--- src/rtl/mult_div_unit.sv ---
// Iterative radix-2 multiply/divide unit holding the architectural HI/LO registers.
// Operands are processed as magnitudes; signs are restored in a single FIX cycle.
module mult_div_unit #(
  parameter int DATA_WIDTH = 32,
  parameter int CNT_WIDTH  = 6
) (
  input  logic                  i_CLK,
  input  logic                  i_RST,
  input  logic                  i_Start,
  input  logic [1:0]            i_Op,
  input  logic [DATA_WIDTH-1:0] i_SrcA,
  input  logic [DATA_WIDTH-1:0] i_SrcB,
  input  logic                  i_Abort,
  input  logic                  i_MtHi,
  input  logic                  i_MtLo,
  input  logic [DATA_WIDTH-1:0] i_WData,
  output logic                  o_Busy,
  output logic                  o_Done,
  output logic [DATA_WIDTH-1:0] o_HI,
  output logic [DATA_WIDTH-1:0] o_LO
);

  // Handshake: i_Start is taken only when o_Busy=0 and i_Abort=0; the result
  // is committed to HI/LO on the edge that raises o_Done for one cycle.
  typedef enum logic [1:0] {
    IDLE = 2'd0,
    RUN  = 2'd1,
    FIX  = 2'd2
  } stateT;

  localparam logic [CNT_WIDTH-1:0] LastStep = CNT_WIDTH'(DATA_WIDTH - 1);

  stateT                   state;
  stateT                   nextState;
  logic [CNT_WIDTH-1:0]    cnt;
  logic [DATA_WIDTH-1:0]   hiAcc;
  logic [DATA_WIDTH-1:0]   loAcc;
  logic [DATA_WIDTH-1:0]   operand;
  logic                    isDiv;
  logic                    negRes;
  logic                    negRem;
  logic                    divZero;
  logic [DATA_WIDTH-1:0]   hiReg;
  logic [DATA_WIDTH-1:0]   loReg;
  logic                    doneReg;

  logic                    startGo;
  logic                    srcSigned;
  logic                    negA;
  logic                    negB;
  logic [DATA_WIDTH-1:0]   magA;
  logic [DATA_WIDTH-1:0]   magB;
  logic [DATA_WIDTH:0]     mulSum;
  logic [DATA_WIDTH:0]     divShift;
  logic [DATA_WIDTH:0]     divDiff;
  logic [DATA_WIDTH-1:0]   stepHi;
  logic [DATA_WIDTH-1:0]   stepLo;
  logic [2*DATA_WIDTH-1:0] product;
  logic [DATA_WIDTH-1:0]   fixHi;
  logic [DATA_WIDTH-1:0]   fixLo;

  assign startGo   = (state == IDLE) && i_Start && !i_Abort;
  assign srcSigned = ~i_Op[0];
  assign negA      = srcSigned & i_SrcA[DATA_WIDTH-1];
  assign negB      = srcSigned & i_SrcB[DATA_WIDTH-1];
  assign magA      = negA ? -i_SrcA : i_SrcA;
  assign magB      = negB ? -i_SrcB : i_SrcB;

  always_ff @(posedge i_CLK) begin
    if (i_RST) state <= IDLE;
    else       state <= nextState;
  end

  always_comb begin
    nextState = state;
    case (state)
      IDLE:    if (i_Start && !i_Abort) nextState = RUN;
      RUN: begin
        if (i_Abort)              nextState = IDLE;
        else if (cnt == LastStep) nextState = FIX;
      end
      FIX:     nextState = IDLE;
      default: nextState = IDLE;
    endcase
  end

  // One iteration: multiply shifts {hiAcc,loAcc} right while adding the
  // multiplicand; divide shifts left and keeps the trial subtraction if no borrow.
  always_comb begin
    mulSum   = {1'b0, hiAcc} + (loAcc[0] ? {1'b0, operand} : '0);
    divShift = {hiAcc, loAcc[DATA_WIDTH-1]};
    divDiff  = divShift - {1'b0, operand};
    stepHi   = hiAcc;
    stepLo   = loAcc;
    if (isDiv) begin
      if (!divDiff[DATA_WIDTH]) begin
        stepHi = divDiff[DATA_WIDTH-1:0];
        stepLo = {loAcc[DATA_WIDTH-2:0], 1'b1};
      end else begin
        stepHi = divShift[DATA_WIDTH-1:0];
        stepLo = {loAcc[DATA_WIDTH-2:0], 1'b0};
      end
    end else begin
      stepHi = mulSum[DATA_WIDTH:1];
      stepLo = {mulSum[0], loAcc[DATA_WIDTH-1:1]};
    end
  end

  // Divide by zero leaves remainder = |dividend|, which the remainder sign
  // fix turns back into the dividend; only the quotient needs overriding.
  always_comb begin
    product = negRes ? -{hiAcc, loAcc} : {hiAcc, loAcc};
    fixHi   = product[2*DATA_WIDTH-1:DATA_WIDTH];
    fixLo   = product[DATA_WIDTH-1:0];
    if (isDiv) begin
      fixHi = negRem ? -hiAcc : hiAcc;
      fixLo = divZero ? '1 : (negRes ? -loAcc : loAcc);
    end
  end

  always_ff @(posedge i_CLK) begin
    if (i_RST) begin
      cnt     <= '0;
      hiAcc   <= '0;
      loAcc   <= '0;
      operand <= '0;
      isDiv   <= 1'b0;
      negRes  <= 1'b0;
      negRem  <= 1'b0;
      divZero <= 1'b0;
      hiReg   <= '0;
      loReg   <= '0;
      doneReg <= 1'b0;
    end else begin
      doneReg <= 1'b0;
      case (state)
        IDLE: begin
          if (startGo) begin
            cnt     <= '0;
            hiAcc   <= '0;
            isDiv   <= i_Op[1];
            negRes  <= negA ^ negB;
            negRem  <= negA;
            divZero <= (i_SrcB == '0);
            loAcc   <= i_Op[1] ? magA : magB;
            operand <= i_Op[1] ? magB : magA;
          end else if (!i_Start) begin
            if (i_MtHi) hiReg <= i_WData;
            if (i_MtLo) loReg <= i_WData;
          end
        end
        RUN: begin
          if (!i_Abort) begin
            hiAcc <= stepHi;
            loAcc <= stepLo;
            cnt   <= cnt + CNT_WIDTH'(1);
          end
        end
        FIX: begin
          if (!i_Abort) begin
            hiReg   <= fixHi;
            loReg   <= fixLo;
            doneReg <= 1'b1;
          end
        end
        default: ;
      endcase
    end
  end

  assign o_Busy = (state != IDLE);
  assign o_Done = doneReg;
  assign o_HI   = hiReg;
  assign o_LO   = loReg;

endmodule
--- config.mk ---
export PLATFORM = sky130hd
export DESIGN_NAME = mult_div_unit
export DESIGN_NICKNAME = d
export VERILOG_FILES = /design/src/rtl/mult_div_unit.sv
export SDC_FILE = /design/constraint.sdc
export NUM_CORES = 1
export LEC_CHECK = 0
export ABC_CLOCK_PERIOD_IN_PS = 4550
export BUFFER_PORTS_ARGS = -buffer_cell sky130_fd_sc_hd__buf_2
export CORE_ASPECT_RATIO = 0.6
export CORE_MARGIN = 2
export CORE_UTILIZATION = 40
export CTS_CLUSTER_SIZE = 14
export DETAILED_ROUTE_END_ITERATION = 8
export PLACE_DENSITY = 0.68
export SETUP_SLACK_MARGIN = 0.1
export SYNTH_ARGS = -nofsm -noshare
export SYNTH_HDL_FRONTEND = slang
export SYNTH_SLANG_ARGS = --single-unit
--- constraint.sdc ---
create_clock -name i_CLK -period 4.55 [get_ports i_CLK]
set_clock_uncertainty 0.05 [all_clocks]
set_input_delay 0.2275 -clock i_CLK [delete_from_list [all_inputs] [get_ports i_CLK]]
set_output_delay 0.2275 -clock i_CLK [all_outputs]
set_load 0.005 [all_outputs]
# Word-level counts from Yosys, hierarchy flattened

Index checks and enable logic that the tools add are counted.
Widths: inputs -> output; s select.

RAM bits: 0
Output and inout port bits: 66
Memory bits (read-only): 0
Register bits after elaboration: 173
Bits in latches: 0
Memories kept: 0

Bitwise operators: 5
Add/sub/neg operators: 8
Magnitude comparators: 0
Divide/modulo/power cells: 0
Multiplexer cells: 39
Shift-type cells: 0
Reduce and logical (&&, ||, !) cells: 15
$mul: 0
Equality and inequality tests: 12

Operators by type and width:

| kind                | number |
|---|---|
| $mux 32             | 25 |
| $pmux 32 s2         | 4 |
| $neg 32->32         | 4 |
| $mux 64             | 1 |
| $neg 64->64         | 1 |
| $add 32x32->33      | 1 |
| $sub 33x32->33      | 1 |
| $logic_not 32->1    | 1 |
| $ne 2x2->1 const B  | 7 |
| $mux 6              | 2 |
| $pmux 6 s2          | 1 |
| $reduce_and 5->1    | 2 |
| $add 6x1->6 const B | 1 |
| $eq 6x5->1 const B  | 1 |
| $mux 2              | 3 |
| $reduce_bool 2->1   | 3 |
| $pmux 2 s2          | 1 |
| $reduce_and 2->1    | 2 |
| $logic_and 1x1->1   | 3 |
| $ne 3x3->1 const B  | 1 |
| $reduce_and 3->1    | 1 |
| $and 1x1->1         | 2 |
| $eq 2x1->1 const B  | 1 |
| $eq 2x2->1 const B  | 1 |
| 7 further kinds     | 9 |

# Longest topological paths before layout

Gate-level depths: netlist of run 1.

Word-level depth: 6
Gate-level depth with buffers: 16
Mapped depth without buffers: 14

# Least setup slack after synthesis of run 1

No wires, ideal clock.

Path type: register to register
Start point: reg hiAcc[0]
End point: reg hiAcc[19]
Buffers on the path: 1
Arrival: 3,336 ps
Setup time: 117 ps
Setup slack: 1,047 ps
Cell stages (with the launch flop): 14
Clock period less this slack: 3,503 ps
Required time: 4,383 ps
Path through: dfxtp_1 -> inv_1 -> fa_1 -> nand2b_1 -> a21oi_1 -> o21ai_0 -> o211ai_1 -> nand3_1 -> and3_1 -> a311oi_1 -> clkbuf_1 -> mux2i_1 -> nand2_1 -> a22o_1

Word-level cells in the longest chain between the ends: 5
Elaborated cells on any way between the ends: 6
Those cells by class: add/sub: 2; mux: 4

RTL lines:

| element                | RTL line | RTL |
|---|---|---|
| start, declared        | 36       | `logic [DATA_WIDTH-1:0] hiAcc;` |
| start signal, assigned | 154      | `hiAcc <= stepHi;` |
| $sub 33x32->33         | 92       | `divDiff = divShift - {1'b0, operand};` |
| $mux 32                | 96       | `if (!divDiff[DATA_WIDTH]) begin` |
| $mux 32 (*)            | 95       | `if (isDiv) begin` |
| $mux 32 (*)            | 153      | `if (!i_Abort) begin` |
| $pmux 32 s2 (*)        | 136      | `case (state)` |

Every way passes the cells marked *; elsewhere a longest branch is shown, timed or not. The select of a mux whose other input is x is not followed.
A chain may end at the register's enable or synchronous reset.

# Final worst setup path of run 1

Start point: reg hiAcc[0]
End point: reg hiAcc[28]

Same word-level chain as after synthesis.

==> results.yml, run 1 <==
status:
  status: "finished, final reports clean"
clock_network:
  postcts_setup_bufs: 0
  clkSinkCount: 173
  cts-resized-gates: 0
  tritoncts: "built"
  post_cts_hold_buffer_count: 0
  clk_pin_slew_worst_paths_ns: 0.08
  htree_levels: 4
  clockRootBuffer: "clkbuf_16"
  tritoncts.num_buffers: 17
  cts-root-to-sink-buffers: 2
  clock_latency_reported_for_the_late_side_of_the_worst_skew_pair_ns: 0.45
cells_and_area:
  most_frequent_standard_cell_in_the_layout_excluding_fill_and_tap_cells: "nor2_1"
  final_nets: 2272
  antennaDiodeCount: 0
  mostFrequentLayoutCells: "nor2_1 (239), a21oi_1 (218), nand2_1 (207)"
  area.growth.synth_to_final_pct: 12.61
  layout-drive-gt1-share_pct: 12.56
  final_area_um2: 16330
placed_design:
  placed_area_um2: 15720
  detailed_place_hpwl_um: 45300
  finalWeightedCongestion: 0.9547
  port_buffers: 169
route:
  iter_0_drt_violations: 1920
  route.final.wire_length_um: 57790
  drt-pass1-iter-count: 5
  route.antenna.remaining_nets: 0
  vias: 15760
  drc: 0
  detail_route.vias_per_cell: 6.117
  wl_per_cell_um: 22.43
die:
  die_height_um: 151.5
  dieArea_um2: 37830
  row_count: 53
  floorplan.die.width_um: 249.8
  floorplan.initialDensity_pct: 41.02
  top_level_ports: 170
  core_area_um2: 35350
sta:
  max_freq_mhz: 238.8
  setup-tns-final_ns: 0
  unrepaired_setup_endpoints_after_global_routing: "no"
  finalCriticalPeriod_ns: 4.187
  report.final.slew_viol_count: 0
  max-slew-margin-rel_pct: 14.81
  hold_viol_final: 0
  fin_crit_sh_pct: 92.02
  max_slew.worst_pin.slew_ns: 1.273
  setup_viol: 0
worst_setup_path:
  critical_path.most_common_cell: "o21ai_0"
  cp_cell_sequence: "inv_1, fa_1, nand2b_1, a21oi_1, o21ai_0, o211ai_1, nand3_1, and3_1, a311oi_4, buf_12, mux2i_1, a2bb2oi_1, o21ai_0"
  regToRegStartpoint: "hiAcc[0]$_SDFFE_PP0P_"
  worst_ep_required_time_ns: 4.83
  worstSetupEndpointType: "flip-flop"
  critical-path-max-stage-delay_ns: 0.57
  cp.arrival_ns: 4.47
  critical_path.top_delay_family: "compound AO/OA/AOI/OAI gates"
  cp_num_buf_inv: 2
  slowest_stage: "dfxtp_1"
  r2r_end: "hiAcc[28]$_SDFFE_PP0P_"
  critPathKind: "flip-flop to flip-flop"
  rrSetupSlack_ns: 0.36
  critPathLaunchType: "flip-flop"
  worstPathMaxFanout: 41
  r2r.worst_path.cells: 13
grt:
  grtUsageTotal_pct: 29.63
  grt_max_degree: 63
  globalRouteOverflowTotal: 0
  antenna_found_initial: 1
  grt_first_pass_wirelength_um: 84940
  first_global_vias: 13570
logic_synthesis:
  synth.lib_cells_used.distinct: 70
  ys_seq_area_share_pct: 23.89
  synthTopCellsByArea: "dfxtp_1 (24%), a21oi_1 (7.5%), xnor2_1 (6.8%), nor2_1 (6.2%), ha_1 (6.0%)"
  synth-warning-count: 0
  async_reset_ff_share_pct: 0
  synth_enable_flop_cells: 0
  syn-instance-count: 2011
  synthesis.nets: 2186
  synthesis.area_per_instance_um2: 7.209
  netlist.top_cell.by_area: "dfxtp_1"
  synth.ff_latch_count: 173
  synthFlopType: "dfxtp_1"
  synth.top_cell.area_share_pct: 23.89
  synth.cell_area_um2: 14500
power:
  power-per-cell-area_nw_per_um2: 269.9
  power.static_leakage_uw: 0.006597
  irDropWorstVdd_mv: 0.2580
worst_hold_path:
  hold_end: "o_HI[26]$_SDFFE_PP0P_"
  hold_start: "i_WData[26]"
  worst_hold_path_type: "input port to flip-flop"
  hold_path_cells: 3
flow_run:
  max_cap_viol_count: 0
[per-layer routing]
| metal | share of wire [%] | GRT usage [%] | routed length (um) | vias to the layer above |
|---|---|---|---|---|
| li1 | - | - | - | 7402 |
| met1 | 48 | 46.16 | 27980 | 7365 |
| met2 | 36 | 37.53 | 20750 | 931 |
| met3 | 14 | 10.10 | 8153 | 62 |
| met4 | 1.4 | 5.843 | 786 | 4 |
| met5 | 0.21 | 2.208 | 122 | - |
[flip-flops by register name, summed over array words and instances, names as in the netlist]
name / flops
negRem: 1
o_Done: 1
operand: 32
divZero: 1
o_LO: 32
o_HI: 32
loAcc: 32
negRes: 1
state: 2
isDiv: 1
hiAcc: 32
cnt: 6
[power by group]
part           internal [uW]  switching [uW]
combinational            425             734
sequential              1590            96.9
clock                    803             759
total                   2820            1590
[logic make-up (layout without fill, tap and decap cells)]
| logic type | count (synthesis) | count (layout) | synth area share, % |
|---|---|---|---|
| AO/OA/AOI/OAI | 639 | 639 | 27.18 |
| XOR/XNOR | 173 | 173 | 10.45 |
| adder cells (fa/ha/maj) | 71 | 71 | 6.231 |
| buffers and inverters | 203 | 302 | 5.411 |
| flip-flops | 173 | 173 | 23.89 |
| multiplexers | 80 | 80 | 5.532 |
| AND/OR/NAND/NOR | 672 | 672 | 21.31 |
[synthesized netlist by cell type, types with 35 or more instances]
library cell / count
xor2_1: 60
mux2i_1: 79
nor3_1: 59
nor2_1: 240
inv_1: 64
o21ai_0: 157
xnor2_1: 113
clkbuf_1: 116
dfxtp_1: 173
o221ai_1: 35
ha_1: 69
nand2_1: 207
a21oi_1: 218
[how the worst max path moves through the flow]
stage	from	cells past startpoint	slack (ns)	to
global placement	hiAcc[0]$_SDFFE_PP0P_	13	0.62	hiAcc[19]$_SDFFE_PP0P_
finish	hiAcc[0]$_SDFFE_PP0P_	13	0.36	hiAcc[28]$_SDFFE_PP0P_
CTS	hiAcc[0]$_SDFFE_PP0P_	13	0.45	hiAcc[19]$_SDFFE_PP0P_
floorplan	hiAcc[0]$_SDFFE_PP0P_	13	1.05	hiAcc[19]$_SDFFE_PP0P_
detailed placement	hiAcc[0]$_SDFFE_PP0P_	13	0.48	hiAcc[28]$_SDFFE_PP0P_
global route	hiAcc[0]$_SDFFE_PP0P_	13	0.11	hiAcc[28]$_SDFFE_PP0P_
[cell type report]
type,instances,area (um2)
Clock buffer,18,439.2
Inverter,66,247.7
Clock inverter,14,168.9
Fill cell,3583,19020
Timing Repair Buffer,204,1136
Multi-Input combinational cell,1635,10280
Sequential cell,173,3465
Tap cell,467,584.3
[stage by stage]
stage	std cells	worst slack, ns	hold slack [ns]	util (%)	total power (uW)
final	2577	0.3631	0.02310	46.19	4406
after global routing	2577	0.1059	0.04147	46.19	4560
after CTS	2577	0.4490	0.01201	46.19	4366
after detailed placement	2545	0.4794	0.3906	44.47	2834
after global placement	2545	0.6186	0.3812	44.47	2818
after floorplan	2011	1.047	0.3299	-	2423
[worst min-delay path: stages]
cell	delay, ns
buf_2	0.13
nand2_1	0.06
a31oi_1	0.07
Note: power is estimated with default switching activity, not from simulation.
==> run 2: changes to the inputs <==
--- a/config.mk
+++ b/config.mk
@@ -7,12 +7,13 @@
 export LEC_CHECK = 0
 export ABC_CLOCK_PERIOD_IN_PS = 4550
 export BUFFER_PORTS_ARGS = -buffer_cell sky130_fd_sc_hd__buf_2
+export CAP_MARGIN = 25
 export CORE_ASPECT_RATIO = 0.6
 export CORE_MARGIN = 2
-export CORE_UTILIZATION = 40
+export CORE_UTILIZATION = 47
 export CTS_CLUSTER_SIZE = 14
 export DETAILED_ROUTE_END_ITERATION = 8
-export PLACE_DENSITY = 0.68
+export PLACE_DENSITY = 0.77
 export SETUP_SLACK_MARGIN = 0.1
 export SYNTH_ARGS = -nofsm -noshare
 export SYNTH_HDL_FRONTEND = slang
==> results.yml, run 2 (synthesized netlist as in run 1, its figures left out) <==
status:
  status: "finished, final reports clean"
sta:
  fin_crit_sh_pct: 89.64
  finalCriticalPeriod_ns: 4.078
  setup_viol: 0
  report.final.slew_viol_count: 0
  max-slew-margin-rel_pct: 23.53
  unrepaired_setup_endpoints_after_global_routing: "no"
  max_slew.worst_pin.slew_ns: 1.143
  hold_viol_final: 0
  setup-tns-final_ns: 0
  max_freq_mhz: 245.2
clock_network:
  clk_pin_slew_worst_paths_ns: 0.07
  cts-resized-gates: 0
  clockRootBuffer: "clkbuf_16"
  post_cts_hold_buffer_count: 0
  postcts_setup_bufs: 0
  htree_levels: 4
  tritoncts: "built"
  clkSinkCount: 173
  clock_latency_reported_for_the_late_side_of_the_worst_skew_pair_ns: 0.46
  cts-root-to-sink-buffers: 2
  tritoncts.num_buffers: 17
placed_design:
  finalWeightedCongestion: 1.018
  detailed_place_hpwl_um: 42810
  port_buffers: 169
  placed_area_um2: 15640
route:
  wl_met1_um: 25270
  met3_length_um: 8183
  drt-pass1-iter-count: 6
  detail_route.vias_per_cell: 6.393
  route.antenna.remaining_nets: 0
  wl_met2_um: 20740
  wl_per_cell_um: 22.01
  drc: 0
  route.final.wire_length_um: 55440
  top_signal_layer_used: "met5"
  vias: 16100
  iter_0_drt_violations: 2272
die:
  row_count: 49
  floorplan.initialDensity_pct: 48.06
  die_height_um: 140.0
  top_level_ports: 170
  floorplan.die.width_um: 230.7
  core_area_um2: 30160
  dieArea_um2: 32310
worst_setup_path:
  worstPathMaxFanout: 41
  wp_depth: 13
  cp_cell_sequence: "inv_1, fa_1, nand2b_1, a21oi_1, o21ai_0, o211ai_1, nand3_1, and3_1, a311oi_4, buf_12, mux2i_1, nand2_1, a22o_1"
  critical_path.top_delay_family: "compound AO/OA/AOI/OAI gates"
  r2r_end: "hiAcc[19]$_SDFFE_PP0P_"
  r2r.worst_path.cells: 13
  crit_end: "hiAcc[19]$_SDFFE_PP0P_"
  slowest_stage: "dfxtp_1"
  worst_ep_required_time_ns: 4.85
  worstSetupEndpointType: "flip-flop"
  cp_num_buf_inv: 2
  rrSetupSlack_ns: 0.47
  critical-path-max-stage-delay_ns: 0.58
  critPathKind: "flip-flop to flip-flop"
  critPathLaunchType: "flip-flop"
  regToRegStartpoint: "hiAcc[0]$_SDFFE_PP0P_"
  cp-startpoint: "hiAcc[0]$_SDFFE_PP0P_"
  cp.arrival_ns: 4.38
cells_and_area:
  layout-drive-gt1-share_pct: 12.65
  area.growth.synth_to_final_pct: 12.32
  most_frequent_standard_cell_in_the_layout_excluding_fill_and_tap_cells: "nor2_1"
  final_nets: 2273
  antennaDiodeCount: 0
  final.fill_count: 2883
  finalCoreUtilization_pct: 53.99
  mostFrequentLayoutCells: "nor2_1 (239), a21oi_1 (218), nand2_1 (207)"
  final_area_um2: 16280
grt:
  globalRouteOverflowTotal: 0
  first_global_vias: 13930
  grt_first_pass_wirelength_um: 83290
  grtUsageTotal_pct: 33.25
  antenna_found_initial: 0
  grt_max_degree: 65
worst_hold_path:
  worst_hold_path_type: "input port to flip-flop"
power:
  irDropWorstVdd_mv: 0.3137
  power.static_leakage_uw: 0.006604
  power-per-cell-area_nw_per_um2: 274.2
flow_run:
  max_cap_viol_count: 0
[run 2: cell types whose count changed in the layout (fill, tap and decap cells not counted), sizes merged]
cell / previous run / this run
bufinv: 1 / 3
clkinv: 6 / 3
inv: 72 / 70
clkbuf: 18 / 20
clkinvlp: 1 / 2
buf: 204 / 205
[run 2: layout make-up]
class	instances	area, um2	share of cell area [%]
sequential	173	3465	21.28
clock buffer	20	466.7	2.866
tap	408	510.5	3.135
clock inverter	12	170.2	1.045
inverter	66	247.7	1.521
multi-input combinational	1635	10290	63.19
timing repair buffer	205	1135	6.969
[run 2: metrics by stage]
| step | hold WS [ns] | worst slack [ns] | std cells | power [uW] |
|---|---|---|---|---|
| after floorplan | 0.3299 | 1.047 | 2011 | 2423 |
| after global placement | 0.3779 | 0.7051 | 2485 | 2786 |
| after detailed placement | 0.3907 | 0.5188 | 2486 | 2812 |
| after CTS | 0.01032 | 0.4887 | 2518 | 4410 |
| after global routing | 0.02502 | 0.3074 | 2519 | 4613 |
| final | 0.02007 | 0.4715 | 2519 | 4465 |
[run 2: worst min path at each step]
| stage | from | to | slack, ns | cells after the start |
|---|---|---|---|---|
| 2_1_floorplan | i_WData[3] | o_HI[3]$_SDFFE_PP0P_ | 0.33 | 2 |
| 3_3_place_gp | o_HI[23]$_SDFFE_PP0P_ | o_HI[23]$_SDFFE_PP0P_ | 0.38 | 2 |
| 3_5_place_dp | o_HI[27]$_SDFFE_PP0P_ | o_HI[27]$_SDFFE_PP0P_ | 0.39 | 2 |
| 4_1_cts | i_WData[1] | o_HI[1]$_SDFFE_PP0P_ | 0.01 | 3 |
| 5_1_grt | i_WData[1] | o_HI[1]$_SDFFE_PP0P_ | 0.03 | 3 |
| 6_report | i_WData[1] | o_HI[1]$_SDFFE_PP0P_ | 0.02 | 3 |
[run 2: layer usage]
metal,vias to the layer above,global-route usage [%]
met2,1097,43.23
met5,-,2.976
met4,2,8.455
met1,7520,50.84
li1,7394,-
met3,90,10.81
[run 2: worst reg2reg max path: cells and delay by family, from the launching register on]
kind	cells	cell delay (ns)
multiplexers	1	0.24
AO/OA/AOI/OAI	5	1.38
buffers and inverters	2	0.49
adder cells (fa/ha/maj)	1	0.48
flip-flops	1	0.58
AND/OR/NAND/NOR	4	0.74
[run 2: report_power, final]
part / internal, uW / switching (uW)
Sequential: 1590 / 98.8
Combinational: 425 / 720
Clock: 924 / 708
Total: 2940 / 1530
